$ cat src/rtl/init_reg_bank_if.sv
// Bus bundle for init_reg_bank: write port, sweep request, read port and status.
// The valid vector exists only when INIT_BANK_VALID_EN is defined.
interface init_reg_bank_if #(
  parameter int WIDTH  = 3,
  parameter int DEPTH  = 4,
  parameter int ADDR_W = 2
);
  logic              en;
  logic [ADDR_W-1:0] wr_addr;
  logic [WIDTH-1:0]  val;
  logic              init_start;
  logic [WIDTH-1:0]  init_val;
  logic [ADDR_W-1:0] rd_addr;
  logic [WIDTH-1:0]  rd_data;
  logic              busy;
  logic              done;
  logic              wr_err;
`ifdef INIT_BANK_VALID_EN
  logic [DEPTH-1:0]  valid;
`endif

  modport master (
`ifdef INIT_BANK_VALID_EN
    input  valid,
`endif
    output en, wr_addr, val, init_start, init_val, rd_addr,
    input  rd_data, busy, done, wr_err
  );

  modport slave (
`ifdef INIT_BANK_VALID_EN
    output valid,
`endif
    input  en, wr_addr, val, init_start, init_val, rd_addr,
    output rd_data, busy, done, wr_err
  );
endinterface

$ cat src/rtl/init_reg_bank.sv
// DEPTH x WIDTH register bank with addressed writes, a one-entry-per-cycle init sweep
// and a combinational read. Define INIT_BANK_VALID_EN to add per-entry valid tracking.
module init_reg_bank_entry #(
  parameter int WIDTH = 3
) (
  input  logic             clk,
  input  logic             rst,
  input  logic             we,
  input  logic [WIDTH-1:0] d,
`ifdef INIT_BANK_VALID_EN
  output logic             vld,
`endif
  output logic [WIDTH-1:0] q
);
  always_ff @(posedge clk or posedge rst) begin
    if (rst)     q <= '0;
    else if (we) q <= d;
  end

`ifdef INIT_BANK_VALID_EN
  always_ff @(posedge clk or posedge rst) begin
    if (rst)     vld <= 1'b0;
    else if (we) vld <= 1'b1;
  end
`endif
endmodule

module init_reg_bank #(
  parameter int WIDTH  = 3,
  parameter int DEPTH  = 4,
  parameter int ADDR_W = 2
) (
  input logic           clk,
  input logic           rst,
  init_reg_bank_if.slave bus
);
  typedef enum logic [1:0] {IDLE, SWEEP, FIN} state_t;

  localparam logic [ADDR_W-1:0] LAST = ADDR_W'(DEPTH - 1);

  state_t                       state;
  logic [ADDR_W-1:0]            ptr;
  logic [WIDTH-1:0]             sweep_val;
  logic                         busy, done, wr_err;
  logic [DEPTH-1:0]             hit, we;
  logic [DEPTH-1:0][WIDTH-1:0]  d, q;
  logic [WIDTH-1:0]             rd;
  logic                         wr_reject;
`ifdef INIT_BANK_VALID_EN
  logic [DEPTH-1:0]             vld;
`endif

  // During a sweep the sweep owns every entry; otherwise the write port does.
  for (genvar i = 0; i < DEPTH; i++) begin : g_entry
    assign hit[i] = (bus.wr_addr == ADDR_W'(i));
    assign we[i]  = (state == SWEEP) ? (ptr == ADDR_W'(i)) : (bus.en & hit[i]);
    assign d[i]   = (state == SWEEP) ? sweep_val : bus.val;

    init_reg_bank_entry #(.WIDTH(WIDTH)) u_entry (
      .clk (clk),
      .rst (rst),
      .we  (we[i]),
      .d   (d[i]),
`ifdef INIT_BANK_VALID_EN
      .vld (vld[i]),
`endif
      .q   (q[i])
    );
  end

  // An address matching no entry is out of range.
  assign wr_reject = bus.en & ((state == SWEEP) | ~|hit);

  always_ff @(posedge clk or posedge rst) begin
    if (rst) begin
      state     <= IDLE;
      ptr       <= '0;
      sweep_val <= '0;
      busy      <= 1'b0;
      done      <= 1'b0;
      wr_err    <= 1'b0;
    end else begin
      wr_err <= wr_reject;
      done   <= 1'b0;
      case (state)
        IDLE: if (bus.init_start) begin
          sweep_val <= bus.init_val;
          ptr       <= '0;
          busy      <= 1'b1;
          state     <= SWEEP;
        end
        SWEEP: if (ptr == LAST) begin
          busy  <= 1'b0;
          done  <= 1'b1;
          state <= FIN;
        end else begin
          ptr <= ptr + 1'b1;
        end
        FIN:     state <= IDLE;
        default: state <= IDLE;
      endcase
    end
  end

  always_comb begin
    rd = '0;
    for (int i = 0; i < DEPTH; i++) begin
      if (bus.rd_addr == ADDR_W'(i)) begin
`ifdef INIT_BANK_VALID_EN
        rd = q[i] & {WIDTH{vld[i]}};
`else
        rd = q[i];
`endif
      end
    end
  end

  assign bus.rd_data = rd;
  assign bus.busy    = busy;
  assign bus.done    = done;
  assign bus.wr_err  = wr_err;
`ifdef INIT_BANK_VALID_EN
  assign bus.valid   = vld;
`endif
endmodule
$ cat src/flat_wrapper.sv
// flat-port wrapper written by rule: the top's interface ports become plain ports
module init_reg_bank_flat 
#(
  parameter int WIDTH  = 3,
  parameter int DEPTH  = 4,
  parameter int ADDR_W = 2
)
  (clk, rst, bus_en, bus_wr_addr, bus_val, bus_init_start, bus_init_val, bus_rd_addr, bus_rd_data, bus_busy, bus_done, bus_wr_err);
  init_reg_bank_if #(.WIDTH(WIDTH), .DEPTH(DEPTH), .ADDR_W(ADDR_W)) bus_i ();
  input logic clk;
  input logic rst;
  input wire logic [$bits(bus_i.en)-1:0] bus_en;
  input wire logic [$bits(bus_i.wr_addr)-1:0] bus_wr_addr;
  input wire logic [$bits(bus_i.val)-1:0] bus_val;
  input wire logic [$bits(bus_i.init_start)-1:0] bus_init_start;
  input wire logic [$bits(bus_i.init_val)-1:0] bus_init_val;
  input wire logic [$bits(bus_i.rd_addr)-1:0] bus_rd_addr;
  output wire logic [$bits(bus_i.rd_data)-1:0] bus_rd_data;
  output wire logic [$bits(bus_i.busy)-1:0] bus_busy;
  output wire logic [$bits(bus_i.done)-1:0] bus_done;
  output wire logic [$bits(bus_i.wr_err)-1:0] bus_wr_err;
  assign bus_i.en = bus_en;
  assign bus_i.wr_addr = bus_wr_addr;
  assign bus_i.val = bus_val;
  assign bus_i.init_start = bus_init_start;
  assign bus_i.init_val = bus_init_val;
  assign bus_i.rd_addr = bus_rd_addr;
  assign bus_rd_data = bus_i.rd_data;
  assign bus_busy = bus_i.busy;
  assign bus_done = bus_i.done;
  assign bus_wr_err = bus_i.wr_err;
  init_reg_bank #(.WIDTH(WIDTH), .DEPTH(DEPTH), .ADDR_W(ADDR_W)) u_core (.clk(clk), .rst(rst), .bus(bus_i));
endmodule
$ cat config.mk
export PLATFORM = sky130hd
export DESIGN_NAME = init_reg_bank_flat
export DESIGN_NICKNAME = d
export VERILOG_FILES = /design/src/rtl/init_reg_bank_if.sv /design/src/rtl/init_reg_bank.sv /design/src/flat_wrapper.sv
export SDC_FILE = /design/constraint.sdc
export NUM_CORES = 1
export LEC_CHECK = 0
export ABC_AREA = 1
export BUFFER_PORTS_ARGS = -buffer_cell sky130_fd_sc_hd__buf_2
export CAP_MARGIN = 20
export CORE_MARGIN = 10
export CORE_UTILIZATION = 50
export DETAILED_ROUTE_END_ITERATION = 10
export GPL_ROUTABILITY_DRIVEN = 0
export MAX_ROUTING_LAYER = met4
export PLACE_DENSITY = 0.68
export SYNTH_ARGS = -nofsm -noshare
export SYNTH_HDL_FRONTEND = slang
export SYNTH_SLANG_ARGS = --single-unit
$ cat constraint.sdc
create_clock -name clk -period 1.2 [get_ports clk]
set_clock_uncertainty 0.1 [all_clocks]
set_input_delay 0.06 -clock clk [delete_from_list [all_inputs] [get_ports clk]]
set_output_delay 0.06 -clock clk [all_outputs]
set_load 0.1 [all_outputs]
==> impl_metrics.csv, run 1 <==
group,metric,value,unit
placement,port_buffers,19,
worst_setup_path,crit_fanout,2,
logic_synthesis,synth_top_family_by_area,"simple AND/OR/NAND/NOR gates",
clocking,cts_num_sinks,22,
sta,setup_viol,14,
power,pwr_density_cell,2850,mW/mm2
power,vdd_drop_max,2.01,mV
drt,drtIter0Drc,76,
floorplanning,dieArea,0.00471,mm2
power,fin_total_pwr,5090,uW
logic_synthesis,synth_area_leader_cell,"dfrtp_1",
clocking,htreeDepth,1,
logic_synthesis,synth.area.top_cells,"dfrtp_1 47%, nand2_1 15%, nand3_1 8.5%",
grt,met1_usage,15.5,%
sta,fin_crit_sh,111,%
logic_synthesis,syn_area,0.00118,mm2
grt,met2_usage,24.9,%
layout,fin_util,80.0,%
run_status,failed_checks,"setup timing",
drt,post_drt_wl_per_cell,14.9,um
logic_synthesis,syn_avg_cell_area,8.70,um2
drt,final_antenna_net_count,0,
placement,hpwlAfterDp,2120,um
clocking,cts_root_buf,"clkbuf_4",
sta,hold_violations,0,
worst_setup_path,r2r_slack,-50,ps
grt,grt-busiest-layer,"met2",
sta,slew_headroom,80.2,%
clocking,cts_tree,"done",
logic_synthesis,synthMuxAreaShare,0,%
flow_run,maxCapViolCount,0,
logic_synthesis,synth_cells,136,
grt,grt_max_degree,23,
worst_setup_path,cp.arrival,1170,ps
grt,track_usage,14.3,%
floorplanning,initial_core_util,53.0,%
floorplanning,pin_count,20,
layout,drive_gt1_share,48.9,%
clocking,insertion_delay,310,ps
logic_synthesis,seq_area_frac_synth,46.5,%
min_path,hold_path_end,"u_core.g_entry[2].u_entry.q[0]$_DFFE_PP0P_",
logic_synthesis,synth_compound_area_share,3.38,%
floorplanning,die_x,68.7,um
logic_synthesis,synth_fa_ha_area_share,4.23,%
run_status,status,"complete, but fails checks",
worst_setup_path,critPathKind,"reg -> out",
min_path,hp-start,"bus_wr_addr[1]",
sta,postLayoutSetupSlackWorst,-129,ps
grt,grt_overflow,0,
drt,drt_pass1_iterations,4,
worst_setup_path,crit_path_end_kind,"output pin",
power,p_leak,0.000919,uW
sta,worstMarginPinSlew,297,ps
sta,fmax,753,MHz
grt,antenna_found_initial,0,
layout,syn2layout_area_growth,51.0,%
floorplanning,rows,17,
logic_synthesis,syn-num-nets,154,
drt,totalWireLength,3160,um
sta,grt_setup_unrepaired,"true",
worst_setup_path,cp.required,1040,ps
logic_synthesis,yosys.area_share.simple,39.7,%
clocking,path_clk_slew,130,ps
logic_synthesis,ys_types,18,
layout,diodes,0,
drt,viasPerCell,5.17,
grt,use_met3,3.86,%
worst_setup_path,reg2regPathDepth,7,
worst_setup_path,r2r_start,"u_core.state[1]$_DFFE_PP0P_",
grt,grt_pass1_wl,5090,um
sta,fin_crit,1330,ps
logic_synthesis,ys_ff_latch,22,
min_path,holdPathStages,4,
placement,dp_slack,-50.5,ps
min_path,hold_path_class,"in -> reg",
floorplanning,coreArea,0.00223,mm2
grt,first_global_vias,1141,
clocking,cts_buffers,3,
drt,drc,0,
sta,slew_violations,0,
logic_synthesis,synth-xor-area-share,0,%
sta,setup_tns,-558,ps
worst_setup_path,r2r-end,"u_core.g_entry[3].u_entry.q[1]$_DFFE_PP0P_",
worst_setup_path,cp-start-kind,"register",
drt,dr_total_vias,1097,
logic_synthesis,synth_top_cell_area_share,46.5,%
clocking,cts_buffer_depth,2,
worst_setup_path,critPathLaunch,"u_core.g_entry[3].u_entry.q[1]$_DFFE_PP0P_",
layout,nets,203,
logic_synthesis,yosys_warnings,0,
floorplanning,fp.dieH,68.7,um
power by group:
group	internal, uW	switching (uW)	total, uW
registers	1080	248	1330
clock network	338	241	579
logic	1310	1870	3180
total	2730	2360	5090
sequential cells by signal (all words and copies together) (netlist names):
name and cells:
u_core.sweep_val 3, u_core.state 2, u_core.bus.wr_err 1, u_core.ptr 2
u_core.g_entry.u_entry.q 12, u_core.bus.busy 1, u_core.bus.done 1
worst max path at each step:
stage | cells past startpoint | endpoint
after floorplan | 2 | bus_rd_data[0]
after global placement | 5 | u_core.g_entry[3].u_entry.q[2]$_DFFE_PP0P_
after detailed placement | 5 | u_core.g_entry[3].u_entry.q[0]$_DFFE_PP0P_
after CTS | 3 | bus_rd_data[0]
after global routing | 3 | bus_rd_data[0]
final | 3 | bus_rd_data[1]
cell usage after synthesis:
master and number:
nand4_1 3, nand2_4 2, o21ai_4 1, o21ai_1 2
a21oi_1 1, ha_1 4, dfrtp_1 22, nor2_2 1
nor2_1 4, nand3_1 20, nor2_4 1, nand3_4 4
buf_12 1, nand2_1 47, o21ai_2 1, inv_1 11
nand2_2 8, inv_2 3
metrics by stage:
step | std cells | area [um2] | hold slack (ps)
after global placement | 186 | 1430 | 0.623
after CTS | 207 | 1640 | 21.0
final | 212 | 1790 | 34.3
after detailed placement | 186 | 1430 | 7.07
after global routing | 212 | 1790 | 37.0
after floorplan | 136 | 1180 | -50.8
per-layer routing:
layer | share of wire, % | vias to the layer above
met5 | 0 | -
met4 | 1.9 | 0
met3 | 5.3 | 6
met2 | 52 | 29
met1 | 41 | 537
li1 | - | 525
cells by family (layout without fill, tap and decap cells):
family                     count (synthesis)  count (layout)
buffers and inverters                     15              63
adders and majority gates                  4               4
AOI/OAI and AO/OA                          5               5
and+or+nand+nor                           90              90
DFF                                       22              22
what timing repair did:
item                                   4_1_cts  5_1_grt
pin swaps                                   10       11
hold buffers                                 6        0
gates resized for setup                      6       32
setup buffers                               11        5
setup endpoints to repair                   15       18
endpoints found under the hold margin       28        0
cell type report:
| class | count | area [um2] |
|---|---|---|
| multi-input combinational | 99 | 676 |
| sequential | 22 | 553 |
| fill | 134 | 447 |
| timing repair buffer | 45 | 415 |
| inverter | 14 | 55.1 |
| tap | 28 | 35.0 |
| clock inverter | 1 | 30.0 |
| clock buffer | 3 | 22.5 |
cell usage in the layout, fill, tap and decap left out:
master         count
clkbuf_4           3
nand3_1           19
buf_6              2
nor2_1             3
nand2_1           30
bufinv_16          1
dfrtp_1           20
inv_2              4
nand2_2           18
inv_4              1
ha_1               1
buf_2             13
o21ai_1            2
nand3_2            1
nor2_4             2
o21ai_4            2
dlygate4sd3_1      6
dfrtp_2            2
a21oi_1            1
ha_2               2
nand2_4            9
inv_1              9
nand4_1            3
buf_12             7
buf_4             17
ha_4               1
nor2_2             1
nand3_4            4
critical path, cell delays in order (launching register included):
cell and delay [ps]:
dfrtp_1 420, nand2_1 80, nand4_1 150, buf_12 200
No activity file was read; power rests on OpenSTA's default activity.
==> inputs of run 2 (changes only) <==
--- a/config.mk
+++ b/config.mk
@@ -12,6 +12,7 @@
 export CORE_UTILIZATION = 50
 export DETAILED_ROUTE_END_ITERATION = 10
 export GPL_ROUTABILITY_DRIVEN = 0
+export GPL_TIMING_DRIVEN = 0
 export MAX_ROUTING_LAYER = met4
 export PLACE_DENSITY = 0.68
 export SYNTH_ARGS = -nofsm -noshare
==> impl_metrics.csv, run 2 (same netlist as run 1, synthesis figures left out) <==
group,metric,value,unit
layout,mostFrequentLayoutCell,"nand2_1",
clocking,path_clk_slew,120,ps
drt,drt_pass1_iterations,4,
clocking,cts_num_sinks,22,
power,netSwitchingPower,2160,uW
drt,post_drt_wl_per_cell,13.2,um
grt,antenna_found_initial,0,
sta,setup_viol,9,
floorplanning,pin_count,20,
power,vdd_drop_max,2.02,mV
layout,nets,194,
layout,reg_top3,"u_core.g_entry.u_entry.q: 12 flops, u_core.sweep_val: 3 flops",
drt,viasPerCell,5.03,
clocking,cts_tree,"done",
floorplanning,rows,17,
floorplanning,coreArea,0.00223,mm2
drt,totalWireLength,2690,um
grt,grt_pass1_wl,4730,um
flow_run,maxCapViolCount,0,
clocking,cts_buffer_depth,2,
grt,grt_max_degree,23,
placement,dp_slack,-38.2,ps
layout,regMostFlops,"u_core.g_entry.u_entry.q",
sta,setup_tns,-402,ps
sta,grt_setup_unrepaired,"true",
grt,first_global_vias,1093,
clocking,insertion_delay,310,ps
layout,final_cell_mix,"37 x nand2_1, 21 x dfrtp_1, 19 x nand3_1, 13 x buf_2, 12 x nand2_2",
sta,slew_violations,0,
grt,grt_overflow,0,
power,fin_total_pwr,4450,uW
floorplanning,die_x,68.7,um
power,p_comb_share,61.7,%
worst_setup_path,crit_family,"flip-flops",
clocking,cts_buffers,3,
worst_setup_path,path_cells,"nand2_1 -> nand4_1 -> buf_8",
power,pwr_density_cell,2720,mW/mm2
drt,drc,0,
sta,postLayoutSetupSlackWorst,-105,ps
run_status,failed_checks,"hold timing, setup timing",
clocking,htreeDepth,1,
power,p_leak,0.000844,uW
layout,stdcell_area,0.00163,mm2
grt,track_usage,13.3,%
floorplanning,fp.dieH,68.7,um
sta,slew_headroom,68.0,%
layout,fillers,168,
sta,fin_crit_sh,109,%
clocking,cts_root_buf,"clkbuf_4",
drt,drtIter0Drc,66,
worst_setup_path,crit_path_end_kind,"output pin",
worst_setup_path,crit_fanout,2,
min_path,hold_path_class,"in -> reg",
placement,placedInstanceArea,0.00132,mm2
sta,hold_violations,3,
drt,dr_total_vias,1021,
power,swShare,48.6,%
worst_setup_path,slowest_delay,410,ps
worst_setup_path,cp.arrival,1140,ps
worst_setup_path,cp-start-kind,"register",
worst_setup_path,critPathKind,"reg -> out",
floorplanning,initial_core_util,53.0,%
floorplanning,dieArea,0.00471,mm2
placement,port_buffers,19,
layout,drive_gt1_share,40.6,%
power,power_frac_seq,28.8,%
layout,syn2layout_area_growth,38.1,%
worst_setup_path,cp.required,1040,ps
drt,final_antenna_net_count,0,
worst_setup_path,slowest_stage,"dfrtp_1",
worst_setup_path,crit_buf_inv,1,
sta,holdWs,-5.47,ps
layout,diodes,0,
power,p_int,2280,uW
placement,hpwlAfterDp,1970,um
sta,fin_crit,1300,ps
power,pwr-share-clk,9.5,%
run_status,status,"complete, but fails checks",
sta,fmax,766,MHz
sta,worstMarginPinSlew,479,ps
layout,largest_reg_flops,12,
-- run 2: layer usage --
layer,GRT usage [%],vias to the layer above,wire (um)
met4,4.52,0,29
li1,-,518,-
met3,2.90,5,114
met2,21.8,20,1370
met1,15.8,478,1180
met5,-,-,0
-- run 2: power by group through the flow --
| stage | sequential [uW] | clock, uW | combinational [uW] |
|---|---|---|---|
| after floorplan | 1470 | 0 | 1490 |
| after global placement | 1280 | 0 | 2030 |
| after detailed placement | 1290 | 0 | 2080 |
| after CTS | 1280 | 425 | 2340 |
| after global routing | 1320 | 461 | 2990 |
| final | 1280 | 423 | 2740 |
-- run 2: final timing paths --
kind / start / to / slack [ps] / cells after the start
setup / recovery: u_core.g_entry[3].u_entry.q[0]$_DFFE_PP0P_ / bus_rd_data[0] / -100 / 3
hold / removal: bus_val[2] / u_core.g_entry[2].u_entry.q[2]$_DFFE_PP0P_ / -5 / 5
setup reg to reg: u_core.state[0]$_DFFE_PP0P_ / u_core.g_entry[0].u_entry.q[1]$_DFFE_PP0P_ / -20 / 6
hold reg to reg: u_core.sweep_val[2]$_DFFE_PP0P_ / u_core.sweep_val[2]$_DFFE_PP0P_ / 380 / 2
max in group asynchronous: rst / u_core.bus.busy$_DFFE_PP0P_ / 500 / 3
min in group asynchronous: rst / u_core.sweep_val[2]$_DFFE_PP0P_ / 190 / 3
-- run 2: repair_timing --
action                                 4_1_cts  5_1_grt
setup endpoints to repair                   17       41
pin swaps                                   14        8
resized for setup                           18       20
cloned                                       0        1
endpoints found under the hold margin       32        0
hold buffers                                 7        0
buffers inserted                             4        4
-- run 2: per-stage QoR --
stage / instances / utilization, % / hold WS, ps
floorplan: 136 / - / -50.8
global placement: 183 / 58.9 / 148
detailed placement: 183 / 58.9 / 162
CTS: 198 / 67.3 / 6.34
global route: 203 / 73.2 / -3.95
finish: 203 / 73.2 / -5.47
-- run 2: worst reg2reg max path, delay by kind of cell (launching register included) --
kind          cells  cell delay, ps
flops             1             460
simple gates      5             440
buf+inv           1             180
-- run 2: final cells by class --
cell class                 instances  area [um2]  share of cell area (%)
timing repair buffer              35         284                    17.4
inverter                          14        61.3                    3.75
multi-input combinational         99         646                    39.5
buffer                             1        20.0                    1.23
clock buffer                       4        36.3                    2.22
tap                               28        35.0                    2.14
sequential                        22         552                    33.8
==> inputs of run 3 (changes only) <==
==> constraint.sdc (replaced) <==
create_clock -name clk -period 1.2 [get_ports clk]
set_clock_uncertainty 0.1 [all_clocks]
set_input_delay 0.12 -clock clk [delete_from_list [all_inputs] [get_ports clk]]
set_output_delay 0.12 -clock clk [all_outputs]
set_load 0.1 [all_outputs]
==> impl_metrics.csv, run 3 (same netlist as run 1, synthesis figures left out) <==
group,metric,value,unit
run_status,status,"complete, but fails checks",
run_status,failed_checks,"hold timing, setup timing",
worst_setup_path,r2r_slack,-20,ps
layout,fillers,169,
worst_setup_path,crit_family,"flip-flops",
grt,grt_max_degree,23,
layout,multiInputGateArea,646,um2
clocking,htreeDepth,1,
floorplanning,rows,17,
flow_run,maxCapViolCount,0,
clocking,path_clk_slew,120,ps
placement,port_buffers,19,
sta,grt_setup_unrepaired,"true",
layout,syn2layout_area_growth,37.0,%
grt,first_global_vias,1074,
drt,dr_total_vias,1021,
sta,fmax,734,MHz
layout,final_cell_mix,"37 x nand2_1, 21 x dfrtp_1, 19 x nand3_1, 13 x buf_2, 12 x nand2_2",
layout,reg_top3,"u_core.g_entry.u_entry.q: 12 flops, u_core.sweep_val: 3 flops",
layout,largest_reg_flops,12,
clocking,cts_hold_buffers,5,
layout,nets,192,
worst_setup_path,crit_buf_inv,1,
placement,placedInstanceArea,0.00132,mm2
floorplanning,dieArea,0.00471,mm2
placement,dp_slack,-41.8,ps
worst_setup_path,critPathKind,"reg -> out",
grt,grt-busiest-layer,"met2",
sta,setup_tns,-585,ps
sta,holdWs,-156,ps
drt,final_antenna_net_count,0,
power,p_leak,0.000845,uW
placement,hpwlAfterDp,1970,um
sta,slew_headroom,44.9,%
layout,diodes,0,
power,vdd_drop_max,2.08,mV
floorplanning,die_x,68.7,um
layout,stdcell_area,0.00162,mm2
min_path,hold_path_class,"in -> async",
drt,post_drt_wl_per_cell,13.5,um
worst_setup_path,cp.arrival,1140,ps
grt,grt_overflow,0,
sta,setup_viol,9,
clocking,cts_buffers,3,
layout,seqCellArea,552,um2
floorplanning,initial_core_util,53.0,%
worst_setup_path,slowest_stage,"dfrtp_1",
clocking,cts_num_sinks,22,
grt,grt_pass1_wl,4700,um
worst_setup_path,path_depth,3,
grt,use_met3,3.06,%
worst_setup_path,crit_fanout,2,
grt,met1_usage,15.6,%
drt,totalWireLength,2720,um
layout,drive_gt1_share,40.5,%
worst_setup_path,path_cells,"nand2_1 -> nand4_1 -> buf_8",
worst_setup_path,slowest_delay,410,ps
sta,postLayoutSetupSlackWorst,-163,ps
layout,fin_util,72.6,%
sta,slew_violations,0,
worst_setup_path,cp-start-kind,"register",
worst_setup_path,cp.required,980,ps
sta,worstMarginPinSlew,826,ps
floorplanning,fp.dieH,68.7,um
clocking,cts_root_buf,"clkbuf_4",
floorplanning,coreArea,0.00223,mm2
drt,viasPerCell,5.08,
drt,drc,0,
grt,track_usage,13.3,%
drt,drtIter0Drc,63,
sta,fin_crit,1360,ps
power,pwr_density_cell,2750,mW/mm2
layout,mostFrequentLayoutCell,"nand2_1",
grt,met2_usage,21.8,%
sta,fin_crit_sh,114,%
sta,hold_violations,22,
layout,regMostFlops,"u_core.g_entry.u_entry.q",
clocking,cts_tree,"done",
clocking,insertion_delay,310,ps
clocking,cts_buffer_depth,2,
grt,antenna_found_initial,0,
worst_setup_path,reg2regPathDepth,5,
drt,drt_pass1_iterations,4,
worst_setup_path,crit_path_end_kind,"output pin",
floorplanning,pin_count,20,
run 3: power by group:
group | switching (uW) | internal (uW)
combinational | 1720 | 1040
clock | 232 | 186
sequential | 214 | 1070
run 3: repair_timing:
item / 4_1_cts / 5_1_grt
endpoints found under the hold margin: 26 / 22
gates resized for setup: 19 / 21
setup endpoints to repair: 17 / 21
pin swaps: 14 / 8
gates cloned: 0 / 1
setup buffers: 4 / 4
run 3: cell type report:
cell class | count | area share (%)
Clock buffer | 4 | 2.24
Tap cell | 28 | 2.16
Multi-Input combinational cell | 99 | 39.8
Sequential cell | 22 | 34.0
Timing Repair Buffer | 33 | 17.0
Inverter | 14 | 3.55
Buffer | 1 | 1.23
run 3: path summary, 6_finish.rpt:
path	start	endpoint
setup / recovery	u_core.g_entry[3].u_entry.q[0]$_DFFE_PP0P_	bus_rd_data[0]
hold / removal	rst	u_core.sweep_val[1]$_DFFE_PP0P_
setup reg to reg	u_core.state[0]$_DFFE_PP0P_	u_core.g_entry[2].u_entry.q[1]$_DFFE_PP0P_
hold reg to reg	u_core.sweep_val[2]$_DFFE_PP0P_	u_core.sweep_val[2]$_DFFE_PP0P_
max in group asynchronous	rst	u_core.bus.busy$_DFFE_PP0P_
min in group clk	bus_val[2]	u_core.g_entry[2].u_entry.q[2]$_DFFE_PP0P_
run 3: routing by layer:
layer  vias up  wire length, um
li1        513                -
met1       483             1170
met2        21             1400
met3         4              123
met4         0               28
met5         -                0
run 3: worst register-to-register path, stage by stage, from the launching register on:
cell,delay (ps)
dfrtp_1,460
nand2_4,120
clkbuf_16,180
o21ai_4,180
nand2_1,70
nand2_1,60
run 3: per-stage QoR:
stage	cells	power, uW
4_1_cts	196	4050
2_1_floorplan	136	2960
5_1_grt	201	4800
3_5_place_dp	183	3370
3_3_place_gp	183	3310
6_report	201	4470
